===== src/rtl/two_of_five_ctrl_if.sv =====
// Serial 2-of-5 receiver bus: bit stream and statistics control in, decode results out.
// The master side drives the bit stream; the slave side is the decoder.
interface two_of_five_ctrl_if #(
    parameter int CNT_W = 8
);
    logic             in;
    logic             in_en;
    logic             clear_stats;
    logic             valid;
    logic             error;
    logic [3:0]       digit;
    logic             timeout;
    logic             busy;
    logic [CNT_W-1:0] good_count;
    logic [CNT_W-1:0] bad_count;

    modport master (
        output in, in_en, clear_stats,
        input  valid, error, digit, timeout, busy, good_count, bad_count
    );

    modport slave (
        input  in, in_en, clear_stats,
        output valid, error, digit, timeout, busy, good_count, bad_count
    );
endinterface


===== src/rtl/two_of_five_ctrl.sv =====
// Serial 2-of-5 decimal decoder (weights 7-4-2-1-0, bit0 first) with idle abort
// and saturating good/bad nibble statistics.
module two_of_five_ctrl #(
    parameter int TIMEOUT = 16,
    parameter int CNT_W   = 8
) (
    input  logic                 clk,
    input  logic                 reset,
    two_of_five_ctrl_if.slave    bus
);
    typedef enum logic [1:0] {IDLE, COLLECT, DISCARD} state_t;

    localparam logic [7:0] IDLE_LAST = 8'(TIMEOUT - 1);

    state_t           state_q, state_d;
    logic [2:0]       bit_cnt_q;
    logic [1:0]       ones_cnt_q;
    logic [3:0]       shreg_q;
    logic [7:0]       idle_cnt_q;
    logic             timeout_q;
    logic             busy_q;
    logic [CNT_W-1:0] good_q;
    logic [CNT_W-1:0] bad_q;

    logic bit_inc, bit_clr, ones_inc, ones_clr, shift_en, idle_inc, idle_clr;
    logic fifth, abort;
    logic valid_c, error_c;
    logic [2:0] ones_total;
    logic [3:0] digit_c;

    // Control points for the datapath; the 5th bit and the idle abort both return to IDLE.
    always_comb begin
        state_d  = state_q;
        bit_inc  = 1'b0;
        bit_clr  = 1'b0;
        ones_inc = 1'b0;
        ones_clr = 1'b0;
        shift_en = 1'b0;
        idle_inc = 1'b0;
        idle_clr = 1'b0;
        fifth    = 1'b0;
        abort    = 1'b0;
        unique case (state_q)
            IDLE: begin
                idle_clr = 1'b1;
                if (bus.in_en) begin
                    bit_inc  = 1'b1;
                    ones_inc = bus.in;
                    shift_en = 1'b1;
                    state_d  = COLLECT;
                end
            end
            COLLECT, DISCARD: begin
                if (bus.in_en) begin
                    idle_clr = 1'b1;
                    if (bit_cnt_q == 3'd4) begin
                        fifth    = 1'b1;
                        bit_clr  = 1'b1;
                        ones_clr = 1'b1;
                        state_d  = IDLE;
                    end else begin
                        bit_inc  = 1'b1;
                        ones_inc = bus.in;
                        shift_en = 1'b1;
                        if (state_q == COLLECT && bus.in && ones_cnt_q == 2'd2)
                            state_d = DISCARD;
                    end
                end else if (idle_cnt_q == IDLE_LAST) begin
                    abort    = 1'b1;
                    bit_clr  = 1'b1;
                    ones_clr = 1'b1;
                    idle_clr = 1'b1;
                    state_d  = IDLE;
                end else begin
                    idle_inc = 1'b1;
                end
            end
            default: state_d = IDLE;
        endcase
    end

    assign ones_total = {1'b0, ones_cnt_q} + {2'b00, bus.in};
    assign valid_c    = fifth && (state_q == COLLECT) && (ones_total == 3'd2) && !reset;
    assign error_c    = fifth && !valid_c && !reset;

    always_comb begin
        digit_c = 4'd0;
        if (valid_c) begin
            unique case ({bus.in, shreg_q})
                5'b00011: digit_c = 4'd1;
                5'b00101: digit_c = 4'd2;
                5'b00110: digit_c = 4'd3;
                5'b01001: digit_c = 4'd4;
                5'b01010: digit_c = 4'd5;
                5'b01100: digit_c = 4'd6;
                5'b10001: digit_c = 4'd7;
                5'b10010: digit_c = 4'd8;
                5'b10100: digit_c = 4'd9;
                default:  digit_c = 4'd0;
            endcase
        end
    end

    // The shift register fills from the top so bit0 ends up in shreg_q[0] after four bits.
    always_ff @(posedge clk) begin
        if (reset) begin
            state_q    <= IDLE;
            bit_cnt_q  <= 3'd0;
            ones_cnt_q <= 2'd0;
            shreg_q    <= 4'd0;
            idle_cnt_q <= 8'd0;
            timeout_q  <= 1'b0;
            busy_q     <= 1'b0;
            good_q     <= '0;
            bad_q      <= '0;
        end else begin
            state_q   <= state_d;
            timeout_q <= abort;
            busy_q    <= (state_d != IDLE);
            if (bit_clr)
                bit_cnt_q <= 3'd0;
            else if (bit_inc)
                bit_cnt_q <= bit_cnt_q + 3'd1;
            if (ones_clr)
                ones_cnt_q <= 2'd0;
            else if (ones_inc && ones_cnt_q != 2'd3)
                ones_cnt_q <= ones_cnt_q + 2'd1;
            if (shift_en)
                shreg_q <= {bus.in, shreg_q[3:1]};
            if (idle_clr)
                idle_cnt_q <= 8'd0;
            else if (idle_inc)
                idle_cnt_q <= idle_cnt_q + 8'd1;
            if (bus.clear_stats) begin
                good_q <= '0;
                bad_q  <= '0;
            end else begin
                if (valid_c && good_q != {CNT_W{1'b1}})
                    good_q <= good_q + 1'b1;
                if (error_c && bad_q != {CNT_W{1'b1}})
                    bad_q <= bad_q + 1'b1;
            end
        end
    end

    assign bus.valid      = valid_c;
    assign bus.error      = error_c;
    assign bus.digit      = digit_c;
    assign bus.timeout    = timeout_q;
    assign bus.busy       = busy_q && !reset;
    assign bus.good_count = good_q;
    assign bus.bad_count  = bad_q;
endmodule


===== src/flat_wrapper.sv =====
// flat-port wrapper written by rule: the top's interface ports become plain ports
module two_of_five_ctrl_flat 
#(
    parameter int TIMEOUT = 16,
    parameter int CNT_W   = 8
)
  (clk, reset, bus_in, bus_in_en, bus_clear_stats, bus_valid, bus_error, bus_digit, bus_timeout, bus_busy, bus_good_count, bus_bad_count);
  two_of_five_ctrl_if #(.CNT_W(CNT_W)) bus_i ();
  input  logic clk;
  input  logic reset;
  input wire logic [$bits(bus_i.in)-1:0] bus_in;
  input wire logic [$bits(bus_i.in_en)-1:0] bus_in_en;
  input wire logic [$bits(bus_i.clear_stats)-1:0] bus_clear_stats;
  output wire logic [$bits(bus_i.valid)-1:0] bus_valid;
  output wire logic [$bits(bus_i.error)-1:0] bus_error;
  output wire logic [$bits(bus_i.digit)-1:0] bus_digit;
  output wire logic [$bits(bus_i.timeout)-1:0] bus_timeout;
  output wire logic [$bits(bus_i.busy)-1:0] bus_busy;
  output wire logic [$bits(bus_i.good_count)-1:0] bus_good_count;
  output wire logic [$bits(bus_i.bad_count)-1:0] bus_bad_count;
  assign bus_i.in = bus_in;
  assign bus_i.in_en = bus_in_en;
  assign bus_i.clear_stats = bus_clear_stats;
  assign bus_valid = bus_i.valid;
  assign bus_error = bus_i.error;
  assign bus_digit = bus_i.digit;
  assign bus_timeout = bus_i.timeout;
  assign bus_busy = bus_i.busy;
  assign bus_good_count = bus_i.good_count;
  assign bus_bad_count = bus_i.bad_count;
  two_of_five_ctrl #(.TIMEOUT(TIMEOUT), .CNT_W(CNT_W)) u_core (.clk(clk), .reset(reset), .bus(bus_i));
endmodule

===== config.mk =====
export PLATFORM = sky130hd
export DESIGN_NAME = two_of_five_ctrl_flat
export DESIGN_NICKNAME = d
export VERILOG_FILES = /design/src/rtl/two_of_five_ctrl_if.sv /design/src/rtl/two_of_five_ctrl.sv /design/src/flat_wrapper.sv
export SDC_FILE = /design/constraint.sdc
export NUM_CORES = 1
export LEC_CHECK = 0
export BUFFER_PORTS_ARGS = -buffer_cell sky130_fd_sc_hd__buf_2
export CORE_UTILIZATION = 45
export CTS_BUF_LIST = sky130_fd_sc_hd__clkbuf_4
export DETAILED_ROUTE_END_ITERATION = 10
export PLACE_DENSITY = 0.64
export SETUP_SLACK_MARGIN = 0.15
export SLEW_MARGIN = 20
export SYNTH_ARGS = -nofsm -noshare
export SYNTH_HDL_FRONTEND = slang
export SYNTH_SLANG_ARGS = --single-unit

===== constraint.sdc =====
create_clock -name clk -period 2.95 [get_ports clk]
set_input_delay 0.7375 -clock clk [delete_from_list [all_inputs] [get_ports clk]]
set_output_delay 0.7375 -clock clk [all_outputs]
set_load 0.05 [all_outputs]

* After elaboration in Yosys (flattened, before gate mapping)
Memories as Yosys holds them, arrays and structs flattened.
Index checks and enable logic that the tools add are counted.
Widths: inputs -> output; s select.
** Word-level totals
- Bits in registers :: 37
- Memory bits (read-only) :: 128
- Output and inout port bits :: 24
- Memories :: 1
** Memory list
- (no name shown) :: words 32, bits a word 4, read ports 1, clocked after memory_dff 0, wr ports 0, line two_of_five_ctrl.sv:89 : unique case ({bus.in, shreg_q})
** Cells by class
- Add/sub/neg operators :: 6
- Equal/unequal tests :: 9
- Mux-type cells :: 26
- Bitwise gates (word level) :: 1
- Reductions and logical operators :: 20
** Operators with widths (count)
- $add 8x1->8 const B :: 3
- $mux 1 :: 16
- $ne 8x8->1 const B :: 2
- $logic_and 1x1->1 :: 11
- $mux 2 :: 5
- $eq 8x4->1 const B :: 1
- $reduce_or 2->1 :: 4
- $pmux 1 s2 :: 3
- $eq 2x2->1 const B :: 2
- $mux 4 :: 1
- $pmux 2 s2 :: 1
- $add 2x1->3 :: 1
- $add 3x1->3 const B :: 1
- $eq 3x2->1 const B :: 1
- $eq 3x3->1 const B :: 1
- $reduce_or 3->1 :: 1
- $add 2x1->2 const B :: 1
- $eq 2x1->1 const B :: 1
- $logic_not 1->1 :: 2
- $logic_not 2->1 :: 1
- $ne 2x2->1 const B :: 1
- $reduce_bool 2->1 :: 1
- $not 1->1 :: 1

* Longest topological paths before layout
- Depth after elaboration :: 11
- Depth in mapped cells :: 9
- Gate-level depth less buffers :: 9

* Least setup slack after synthesis
OpenSTA, ideal clock, no wires.
- Kind :: input to output
- From :: input port bus_in
- To :: output port bus_digit[3]
- Arrival :: 2.633 ns
- Data required time :: 2.213 ns
- Setup slack :: -0.420 ns
- Stages :: 5
- Buffers on the path :: 0
- Path through :: ha_1 -> ha_1 -> and4bb_2 -> nand2_2 -> nor3_1
** Between the ends
- Cells in the longest elaborated chain, start to end :: 5
- Elaborated cells between the ends (all ways) :: 6
- Classes of those cells :: add/sub (1); eq/ne (1); mux (1); reduce/logical (2); memory (1)
** RTL lines
- start: declaration :: line flat_wrapper.sv:11 : input wire logic [$bits(bus_i.in)-1:0] bus_in;
- $add 2x1->3 :: line two_of_five_ctrl.sv:82 : assign ones_total = {1'b0, ones_cnt_q} + {2'b00, bus.in};
- $eq 3x2->1 :: line two_of_five_ctrl.sv:83 : assign valid_c = fifth && (state_q == COLLECT) && (ones_total == 3'd2) && !reset;
- $logic_and 1x1->1 (2 in series) :: line two_of_five_ctrl.sv:83
- $mux 4 (*) :: line two_of_five_ctrl.sv:88 : if (valid_c) begin
- end: declaration :: line flat_wrapper.sv:16 : output wire logic [$bits(bus_i.digit)-1:0] bus_digit;
Every way passes the cells marked *; elsewhere a longest branch is shown, timed or not.

* Worst setup path after layout
- From :: input port bus_in
- To :: output port bus_valid
** Between the ends
- Cells in the longest elaborated chain, start to end :: 4
** RTL lines
- $add 2x1->3 :: line two_of_five_ctrl.sv:82
- $eq 3x2->1 :: line two_of_five_ctrl.sv:83
- $logic_and 1x1->1 (2 in series) :: line two_of_five_ctrl.sv:83
- end: declaration :: line flat_wrapper.sv:14 : output wire logic [$bits(bus_i.valid)-1:0] bus_valid;
Every way passes these cells.

==> run summary <==
largest net degree at the start of global routing = 17
Net Sw Power = 233 uW
Pwr Density = 365 nW/um2
clk buf depth = 2
VDD IR-drop max = 0.212 mV
vias = 1759
I/O Pins = 29
status = complete, no violations
Die ar. = 4890 um2
TNS Setup = 0 ps
multi-input logic area = 1270 um2
Worst Setup Start Kind = input port
ys flop type = dfxtp_1
Clock Power Share = 29.7%
first-pass GRT wire length = 6600 um
Clk pin slew, worst setup/hold paths = 90 ps
switching portion of total power = 26.4%
Initial Util = 47.3%
post-route ant nets = 0
# fillers = 438
Async S/R FF share, synth = 0%
Final GP Congestion = 0.823
CP max FO = 5
clk sinks = 37
Worst setup EP type = output pin
initial antenna violation count = 0
post-CTS setup buffers = 0
dpl hpwl = 2790 um
Worst Hold Class = flip-flop to flip-flop
Final Setup Violations = 0
critical path type = input port to output pin
total CTS buffers = 5
Worst-Margin Slew = 446 ps
Tot Pwr = 882 uW
layout cells sized above 1 = 22.1%
H-tree depth = 2
Pre-antenna DRT Iters = 4
ANT cells = 0
Int Pwr = 649 uW
wire per inst = 11.8 um
gr usage total = 16.5%
Seq. cell area = 741 um2
Tmin final = 2750 ps
commonest non-fill, non-tap cells in the layout = dfxtp_1, nor2_1, buf_2
max-slew violations = 0
Core ar. = 4380 um2
Seq pwr share = 59.0%
# hold bufs at CTS = 0
Nets = 296
final hold vios = 0
Final Cycle Share = 93.3%
f_max = 363 MHz
EDFF count, synth = 0
Syn Nets = 264
max cap viols = 0
Distinct cells, synth = 51
worst skew pair latency = 350 ps
TritonCTS clock tree = done
commonest non-fill, non-tap cell in the layout = dfxtp_1
# port buffers = 28
register area share after synthesis = 35.7%
Worst slew margin = 70.3%
drt drc = 0
crit path DAT = 2020 ps
required time of the critical path = 2210 ps
Vias/cell = 5.36
Die X = 69.9 um
Logic pwr share = 11.2%
synthesized area = 2080 um2
FF+latch count, synth = 37
Syn Area/Cell = 8.54 um2
synthesized instance count = 243
post-layout util = 55.1%
LEAKAGE = 1.01 nW
Ys Warns = 0
Clock Skew = 18.2 ps
drt initial violations = 74
Die Y = 69.9 um
P&R area growth vs syn = 16.4%
global route overflow = 0
row count = 24
Routed WL = 3860 um
Root Driver = clkbuf_4
RSZ-0062 raised after global routing = no
vias in the first global route = 1540
routing by layer:
| layer | up-vias | part of all wire (%) | track usage, % |
|---|---|---|---|
| met5 | - | 0 | 0 |
| met4 | 0 | 1.7 | 7.78 |
| met3 | 6 | 2.9 | 4.18 |
| met2 | 28 | 44 | 25.6 |
| met1 | 811 | 51 | 21.5 |
| li1 | 914 | - | - |
area by class of cell:
| class | instances | share of cell area [%] |
|---|---|---|
| multi-input combinational | 183 | 52.8 |
| clock inverter | 2 | 0.414 |
| timing repair buffer | 32 | 8.91 |
| inverter | 16 | 2.69 |
| sequential | 37 | 30.7 |
| clock buffer | 6 | 1.86 |
| tap | 52 | 2.69 |
worst paths after layout:
check             slack, ps                       end                 start  cells past startpoint
hold reg to reg         470      u_core.idle_cnt_q[1]  u_core.idle_cnt_q[1]                      2
setup reg to reg        720  u_core.bus.good_count[5]     u_core.state_q[0]                     11
hold / removal          470      u_core.idle_cnt_q[1]  u_core.idle_cnt_q[1]                      2
setup / recovery        200                 bus_valid                bus_in                      8
cell usage after synthesis, types with 2 or more instances:
library cell	count	share of area (%)
a211oi_1	2	0.72
a21boi_0	2	0.72
a21oi_1	16	3.9
and3_1	7	2.1
and4_1	4	1.7
clkbuf_1	4	0.72
dfxtp_1	37	36
ha_1	16	9.6
inv_1	15	2.7
mux2i_1	6	2.9
nand2_1	14	2.5
nand3_1	16	3.9
nand4_1	6	1.8
nand4_2	2	1.2
nand4b_1	2	0.84
nor2_1	33	6.0
nor2b_1	4	1.2
nor3_1	4	0.96
nor3b_1	2	0.72
o21ai_0	4	0.96
or2_2	2	0.60
xnor2_1	4	1.7
xor2_1	13	5.5
flip-flops by register name (all words and copies together) (netlist names):
signal                 count
u_core.bus.bad_count       8
u_core.bus.timeout         1
u_core.bit_cnt_q           3
u_core.busy_q              1
u_core.bus.good_count      8
u_core.state_q             2
u_core.idle_cnt_q          8
u_core.ones_cnt_q          2
u_core.shreg_q             4
worst max-delay path: stages:
cell and delay [ps]:
buf_2 110, ha_2 170, ha_1 280, and4bb_2 280, nand2_4 140, buf_6 120, clkinv_4 40, buf_8 140
power groups by stage:
stage	clock network, mW	registers, mW	logic [mW]
after global routing	0.299	0.523	0.113
after detailed placement	0	0.532	0.0980
after global placement	0	0.532	0.0969
after floorplan	0	0.527	0.0834
after CTS	0.278	0.521	0.0996
final	0.262	0.521	0.0990
per-stage QoR:
step	instance area (um2)	instances	hold WS, ps	setup slack, ps
after global placement	2300	320	463	59.5
after global routing	2420	328	500	159
after CTS	2390	328	480	112
after floorplan	2100	243	449	-61.6
final	2420	328	474	197
after detailed placement	2300	320	467	10.6
cell families after synthesis:
family	synth area share, %
multiplexers	2.89
adder cells (fa/ha/maj)	9.64
AND/OR/NAND/NOR	28.0
AO/OA/AOI/OAI	11.9
flip-flops	35.7
XOR/XNOR	7.17
buffers and inverters	4.64
timing repair:
item / CTS / global route
resized for setup: 10 / 8
endpoints found under the setup margin: 6 / 6
pin swaps: 0 / 2
No activity file was read; power rests on OpenSTA's default activity.
